===== src/rtl/ad_dac_dma_buffer_pkg.sv =====
// Shared types and constants for the DAC DMA buffer.
package ad_dac_dma_buffer_pkg;

  typedef enum logic [1:0] {
    IDLE      = 2'd0,
    PREFILL   = 2'd1,
    RUN       = 2'd2,
    UNDERFLOW = 2'd3
  } state_t;

  localparam int UNF_COUNT_WIDTH = 16;

endpackage


===== src/rtl/ad_dac_dma_buffer_ram.sv =====
// Simple dual-port storage: one write port, one registered read port.
module ad_dac_dma_buffer_ram #(
  parameter int DATA_WIDTH = 128,
  parameter int ADDR_WIDTH = 4
) (
  input  logic                  clk,
  input  logic                  resetn,
  input  logic                  wr_en,
  input  logic [ADDR_WIDTH-1:0] wr_addr,
  input  logic [DATA_WIDTH-1:0] wr_data,
  input  logic                  rd_en,
  input  logic [ADDR_WIDTH-1:0] rd_addr,
  input  logic                  rd_clr,
  output logic [DATA_WIDTH-1:0] rd_data
);

  logic [DATA_WIDTH-1:0] mem [2**ADDR_WIDTH];

  always_ff @(posedge clk) begin
    if (wr_en) mem[wr_addr] <= wr_data;
  end

  // Read register is cleared so a fresh session never shows stale data.
  always_ff @(posedge clk or negedge resetn) begin
    if (!resetn)     rd_data <= '0;
    else if (rd_clr) rd_data <= '0;
    else if (rd_en)  rd_data <= mem[rd_addr];
  end

endmodule


===== src/rtl/ad_dac_dma_buffer.sv =====
// DMA-to-DAC elastic buffer with prefill and underflow tracking.
// Build option DAC_BUF_HOLD_LAST_EN: hold the last popped word during underflow.
//
// state     | meaning
// IDLE      | all channels disabled; pointers, level, counter cleared
// PREFILL   | accepting beats, no pops until START_LEVEL reached
// RUN       | streaming to the TPL
// UNDERFLOW | read hit empty; refilling to START_LEVEL, dac_dunf high
module ad_dac_dma_buffer
  import ad_dac_dma_buffer_pkg::*;
#(
  parameter int DATA_WIDTH   = 128,
  parameter int NUM_CHANNELS = 2,
  parameter int ADDR_WIDTH   = 4,
  parameter int START_LEVEL  = 8
) (
  input  logic                       link_clk,
  input  logic                       link_resetn,
  input  logic                       s_dma_valid,
  output logic                       s_dma_ready,
  input  logic [DATA_WIDTH-1:0]      s_dma_data,
  input  logic [NUM_CHANNELS-1:0]    enable,
  input  logic [NUM_CHANNELS-1:0]    dac_valid,
  output logic [DATA_WIDTH-1:0]      dac_ddata,
  output logic                       dac_dunf,
  output logic [ADDR_WIDTH:0]        level,
  output logic [UNF_COUNT_WIDTH-1:0] unf_count
);

  localparam int DEPTH = 1 << ADDR_WIDTH;
  localparam logic [ADDR_WIDTH:0] FULL_LVL  = (ADDR_WIDTH+1)'(DEPTH);
  localparam logic [ADDR_WIDTH:0] START_LVL = (ADDR_WIDTH+1)'(START_LEVEL);

  state_t                     state, state_next;
  logic [ADDR_WIDTH-1:0]      wr_ptr, rd_ptr;
  logic [ADDR_WIDTH:0]        level_q;
  logic [UNF_COUNT_WIDTH-1:0] unf_q;
  logic                       dunf_q;
  logic                       rd_req, wr_en, rd_en, unf_entry;
  logic [DATA_WIDTH-1:0]      rd_data;

  assign rd_req      = |dac_valid;
  assign s_dma_ready = (state != IDLE) && (level_q < FULL_LVL);
  assign wr_en       = s_dma_valid && s_dma_ready;
  // Pops use the registered level, so a same-cycle write into an empty buffer is never popped.
  assign rd_en       = (state == RUN) && rd_req && (level_q != '0);
  assign unf_entry   = (state == RUN) && (state_next == UNDERFLOW);

  always_comb begin
    state_next = state;
    case (state)
      IDLE:      if (|enable) state_next = PREFILL;
      PREFILL:   if (level_q >= START_LVL) state_next = RUN;
      RUN:       if (rd_req && (level_q == '0)) state_next = UNDERFLOW;
      UNDERFLOW: if (level_q >= START_LVL) state_next = RUN;
      default:   state_next = IDLE;
    endcase
    if (!(|enable)) state_next = IDLE;
  end

  always_ff @(posedge link_clk or negedge link_resetn) begin
    if (!link_resetn) begin
      state   <= IDLE;
      wr_ptr  <= '0;
      rd_ptr  <= '0;
      level_q <= '0;
      unf_q   <= '0;
      dunf_q  <= 1'b0;
    end else begin
      state  <= state_next;
      dunf_q <= (state_next == UNDERFLOW);
      if (state_next == IDLE) begin
        wr_ptr  <= '0;
        rd_ptr  <= '0;
        level_q <= '0;
        unf_q   <= '0;
      end else begin
        if (wr_en) wr_ptr <= wr_ptr + 1'b1;
        if (rd_en) rd_ptr <= rd_ptr + 1'b1;
        level_q <= level_q + {{ADDR_WIDTH{1'b0}}, wr_en} - {{ADDR_WIDTH{1'b0}}, rd_en};
        if (unf_entry && (unf_q != '1)) unf_q <= unf_q + 1'b1;
      end
    end
  end

  ad_dac_dma_buffer_ram #(
    .DATA_WIDTH (DATA_WIDTH),
    .ADDR_WIDTH (ADDR_WIDTH)
  ) u_ram (
    .clk     (link_clk),
    .resetn  (link_resetn),
    .wr_en   (wr_en),
    .wr_addr (wr_ptr),
    .wr_data (s_dma_data),
    .rd_en   (rd_en),
    .rd_addr (rd_ptr),
    .rd_clr  (state == IDLE),
    .rd_data (rd_data)
  );

  always_comb begin
    dac_ddata = '0;
    if (state == RUN) dac_ddata = rd_data;
`ifdef DAC_BUF_HOLD_LAST_EN
    else if (state == UNDERFLOW) dac_ddata = rd_data;
`endif
  end

  assign dac_dunf  = dunf_q;
  assign level     = level_q;
  assign unf_count = unf_q;

endmodule


===== config.mk =====
export PLATFORM = sky130hd
export DESIGN_NAME = ad_dac_dma_buffer
export DESIGN_NICKNAME = d
export VERILOG_FILES = /design/src/rtl/ad_dac_dma_buffer_pkg.sv /design/src/rtl/ad_dac_dma_buffer_ram.sv /design/src/rtl/ad_dac_dma_buffer.sv
export SDC_FILE = /design/constraint.sdc
export NUM_CORES = 2
export LEC_CHECK = 0
export CAP_MARGIN = 10
export CELL_PAD_IN_SITES_DETAIL_PLACEMENT = 0
export CELL_PAD_IN_SITES_GLOBAL_PLACEMENT = 1
export CORE_MARGIN = 2
export CORE_UTILIZATION = 35
export CTS_CLUSTER_DIAMETER = 200
export DETAILED_ROUTE_END_ITERATION = 10
export GPL_ROUTABILITY_DRIVEN = 0
export MAX_ROUTING_LAYER = met4
export PLACE_DENSITY_LB_ADDON = 0.3
export SETUP_SLACK_MARGIN = 0.05
export SLEW_MARGIN = 20
export SYNTH_ARGS = -nofsm -noshare
export SYNTH_HDL_FRONTEND = slang
export SYNTH_SLANG_ARGS = --single-unit

===== constraint.sdc =====
create_clock -name link_clk -period 16.8 [get_ports link_clk]
set_clock_uncertainty 0.2 [all_clocks]
set_input_delay 2.52 -clock link_clk [delete_from_list [all_inputs] [get_ports link_clk]]
set_output_delay 2.52 -clock link_clk [all_outputs]
set_load 0.02 [all_outputs]

==> out/metrics.yaml <==
detailed_routing:
  viasPerCell: 5.17
  dr_total_vias: 38900
  drt_iter0_drc: 3156
  avgRoutedWirePerCell_um: 27.3
  drc: 0
  drtPass1Iterations: 8
  wl_um: 205000
  ant_nets: 0
sta:
  timing.final.crit_period_ns: 6.54
  setup_viol: 0
  tns_ns: 0
  finalMaxSlewViolations: 0
  tightest_slew_ns: 1.10
  slew_headroom: 0.266
  finalCritPeriodShare: 0.389
  rsz0062_at_grt: "no"
  hold_violations: 0
  fmax_mhz: 153
die:
  die_area_sq_um: 244000
  die_h_um: 494
  core_area_sq_um: 240000
  fp-row-count: 180
  io_pins: 286
  initial_core_util: 0.351
  die_width_um: 494
power_and_ir_drop:
  max-vdd-ir-drop_mv: 0.137
  p_leak_nw: 30.6
  seq_power_share: 0.455
  pwr-share-clk: 0.361
  comb_power_share: 0.185
  p_switching_mw: 3.74
  swShare: 0.261
  p_int_mw: 10.6
  p_per_area_nw_per_um2: 145
grt:
  gr-total-overflow: 0
  grt_max_degree: 129
  grt_pass1_vias: 40700
  grt_usage: 0.172
  antenna_found_initial: 40
  grt_pass1_wl_um: 297000
logic_synthesis:
  synth-seq-area-share: 0.778
  ys.flop_type: "edfxtp_1"
  avgSynthCellArea_sq_um: 22.5
  synth_area_leaders: "edfxtp_1 (73%), mux4_2 (14%), dfrtp_1 (4.8%)"
  yosys_warnings: 0
  synth_top_area_share: 0.731
  postSynthCellCount: 3743
  synthesis.area_sq_um: 84200
  syn_nets: 3892
  synth_enable_flop_cells: 2048
  synth_seq_cells: 2208
  synth_top_area_cell: "edfxtp_1"
  async_flop_share: 0.0725
  yosysUniqueCellTypes: 53
outcome:
  status: "completed"
worst_setup_path:
  path_delay_family: "buffers and inverters"
  end_kind: "flop"
  cp_slowest_cell: "buf_4"
  worstPathArrival_ns: 6.75
  critical_path.max_fanout: 47
  worstSetupStartpointType: "primary input"
  crit_buf_inv: 4
  cp.required_ns: 17.01
  r2r_cells: 7
  reg2reg_from: "rd_ptr[1]"
  r2r_slack_ns: 11.69
  critPathMostFrequentCell: "buf_4"
  worstPathCellList: "clkdlybuf4s50_1 > nor3b_2 > inv_1 > nor3b_1 > and2_4 > buf_4 > buf_4"
  critPathMaxStageDelay_ns: 0.79
  r2r_end: "u_ram.rd_data[63]"
  path_class: "in2reg"
place:
  io_buffer_count: 285
  placed_cell_area_sq_um: 90900
  hpwlAfterDp_um: 110000
hold_path:
  hold_path_startpoint: "u_ram.rd_data[123]"
  min_path_type: "reg2reg"
  whs_path_depth: 2
  min_to: "u_ram.rd_data[123]"
clock_network:
  clk_pin_slew_ns: 0.06
  ctsRootBufferMaster: "clkbuf_16"
  numCtsBuffers: 224
  h-tree-depth: 4
  cts_hold_buf: 0
  clkLatencyLatePin_ns: 0.86
  post_cts_buffers: 0
  cts_resized: 0
  cts_tree: "yes"
  cts_sinks: 2208
  clock_path_buffers: 3
cells_and_area:
  final_util: 0.412
  nFillCells: 20900
  drive_gt1_frac: 0.251
  design_area_sq_um: 98700
  nets: 4271
  area_growth_pct: 17.3
run:
  drv_cap: 0
==> worst min-delay path: cells and delay by family, from the launching register on <==
family / cells / cell delay, ns
AO/OA/AOI/OAI: 2 / 0.14
flip-flops: 1 / 0.34
==> sequential cells by signal, summed over array words and instances (netlist names) <==
signal         flops
rd_ptr             4
level              5
unf_count         16
u_ram.mem       2048
wr_ptr             4
state              2
u_ram.rd_data    128
dac_dunf           1
==> synth_stat cells, types with 2 or more instances <==
master	n
edfxtp_1	2048
mux4_2	512
dfrtp_1	160
and2_1	141
mux2i_1	133
o21ai_0	131
mux2_2	128
a22oi_1	127
clkbuf_1	89
buf_2	75
buf_1	36
nor2_1	36
nand2_1	19
inv_1	16
ha_1	13
a21oi_1	9
nor4_1	8
xnor2_1	8
nand3_1	7
buf_4	4
xor2_1	4
and3_1	3
a31o_2	2
and4_1	2
nand2b_1	2
nand4_1	2
or4_1	2
==> cell families after synthesis <==
family	Yosys count	synth area share
simple gates	236	0.0165
fa+ha+maj	14	0.00217
xor+xnor	12	0.00125
flops	2208	0.778
buf+inv	220	0.0111
mux	773	0.170
compound gates	280	0.0209
==> layout by cell type, fill, tap and decap left out, drive strengths merged, types with 2 or more instances in the layout <==
cell	count
diode	25
nor3b	2
nand3	7
and4	2
inv	27
nand4	2
nor3	2
or4	2
edfxtp	2048
xor2	4
dfrtp	160
nand2	19
a21oi	9
clkinvlp	8
clkbuf	295
or3	3
clkdlybuf4s50	284
nand2b	2
nor4	8
bufinv	32
ha	13
and3	3
o21ai	132
mux2	128
mux4	512
nor4b	2
a22oi	127
a31o	2
mux2i	133
clkinv	79
nor2	36
xnor2	8
and2	141
buf	73
==> layout make-up <==
cell class                      count  area, sq um  share of cell area
Antenna cell                       25         62.6            0.000634
Clock buffer                      295         6110              0.0619
Clock inverter                    130         1620              0.0164
Inverter                           16         60.1            0.000608
Multi-Input combinational cell   1315        17800               0.181
Sequential cell                  2208        65500               0.664
Tap cell                         3185         3990              0.0404
Timing Repair Buffer              357         3520              0.0357
==> per-stage QoR <==
stage | hold WS (ns) | setup slack [ns] | instances | total power, mW
after floorplan | 0.270 | 0.577 | 3743 | 8.42
after global placement | 0.297 | 9.37 | 7081 | 9.34
after detailed placement | 0.308 | 9.33 | 7081 | 9.36
after CTS | 0.322 | 10.20 | 7506 | 14.5
after global routing | 0.339 | 10.0 | 7525 | 14.9
final | 0.313 | 10.26 | 7531 | 14.3
==> routing by layer <==
layer	GRT usage	wire [um]	vias up
met5	-	0	-
met3	0.0304	9590	284
met2	0.275	101000	899
met4	0.0431	4630	0
met1	0.230	90200	21300
li1	-	-	16500
==> power by group through the flow <==
stage | Clock (mW) | Sequential (mW) | Combinational [mW]
global placement | 0 | 6.63 | 2.71
floorplan | 0 | 6.55 | 1.86
CTS | 5.29 | 6.53 | 2.73
detailed placement | 0 | 6.64 | 2.72
finish | 5.17 | 6.51 | 2.65
global route | 5.51 | 6.54 | 2.88
==> worst max-delay path by stage <==
stage                start          endpoint  depth (start not counted)
4_1_cts        s_dma_valid  u_ram.mem[9][52]                          7
2_1_floorplan  s_dma_valid   u_ram.mem[0][0]                          3
6_report       s_dma_valid  u_ram.mem[9][52]                          7
3_5_place_dp   s_dma_valid  u_ram.mem[9][75]                          7
5_1_grt        s_dma_valid  u_ram.mem[9][52]                          7
3_3_place_gp   s_dma_valid  u_ram.mem[9][69]                          7
Power figures use the tool's default switching activity.
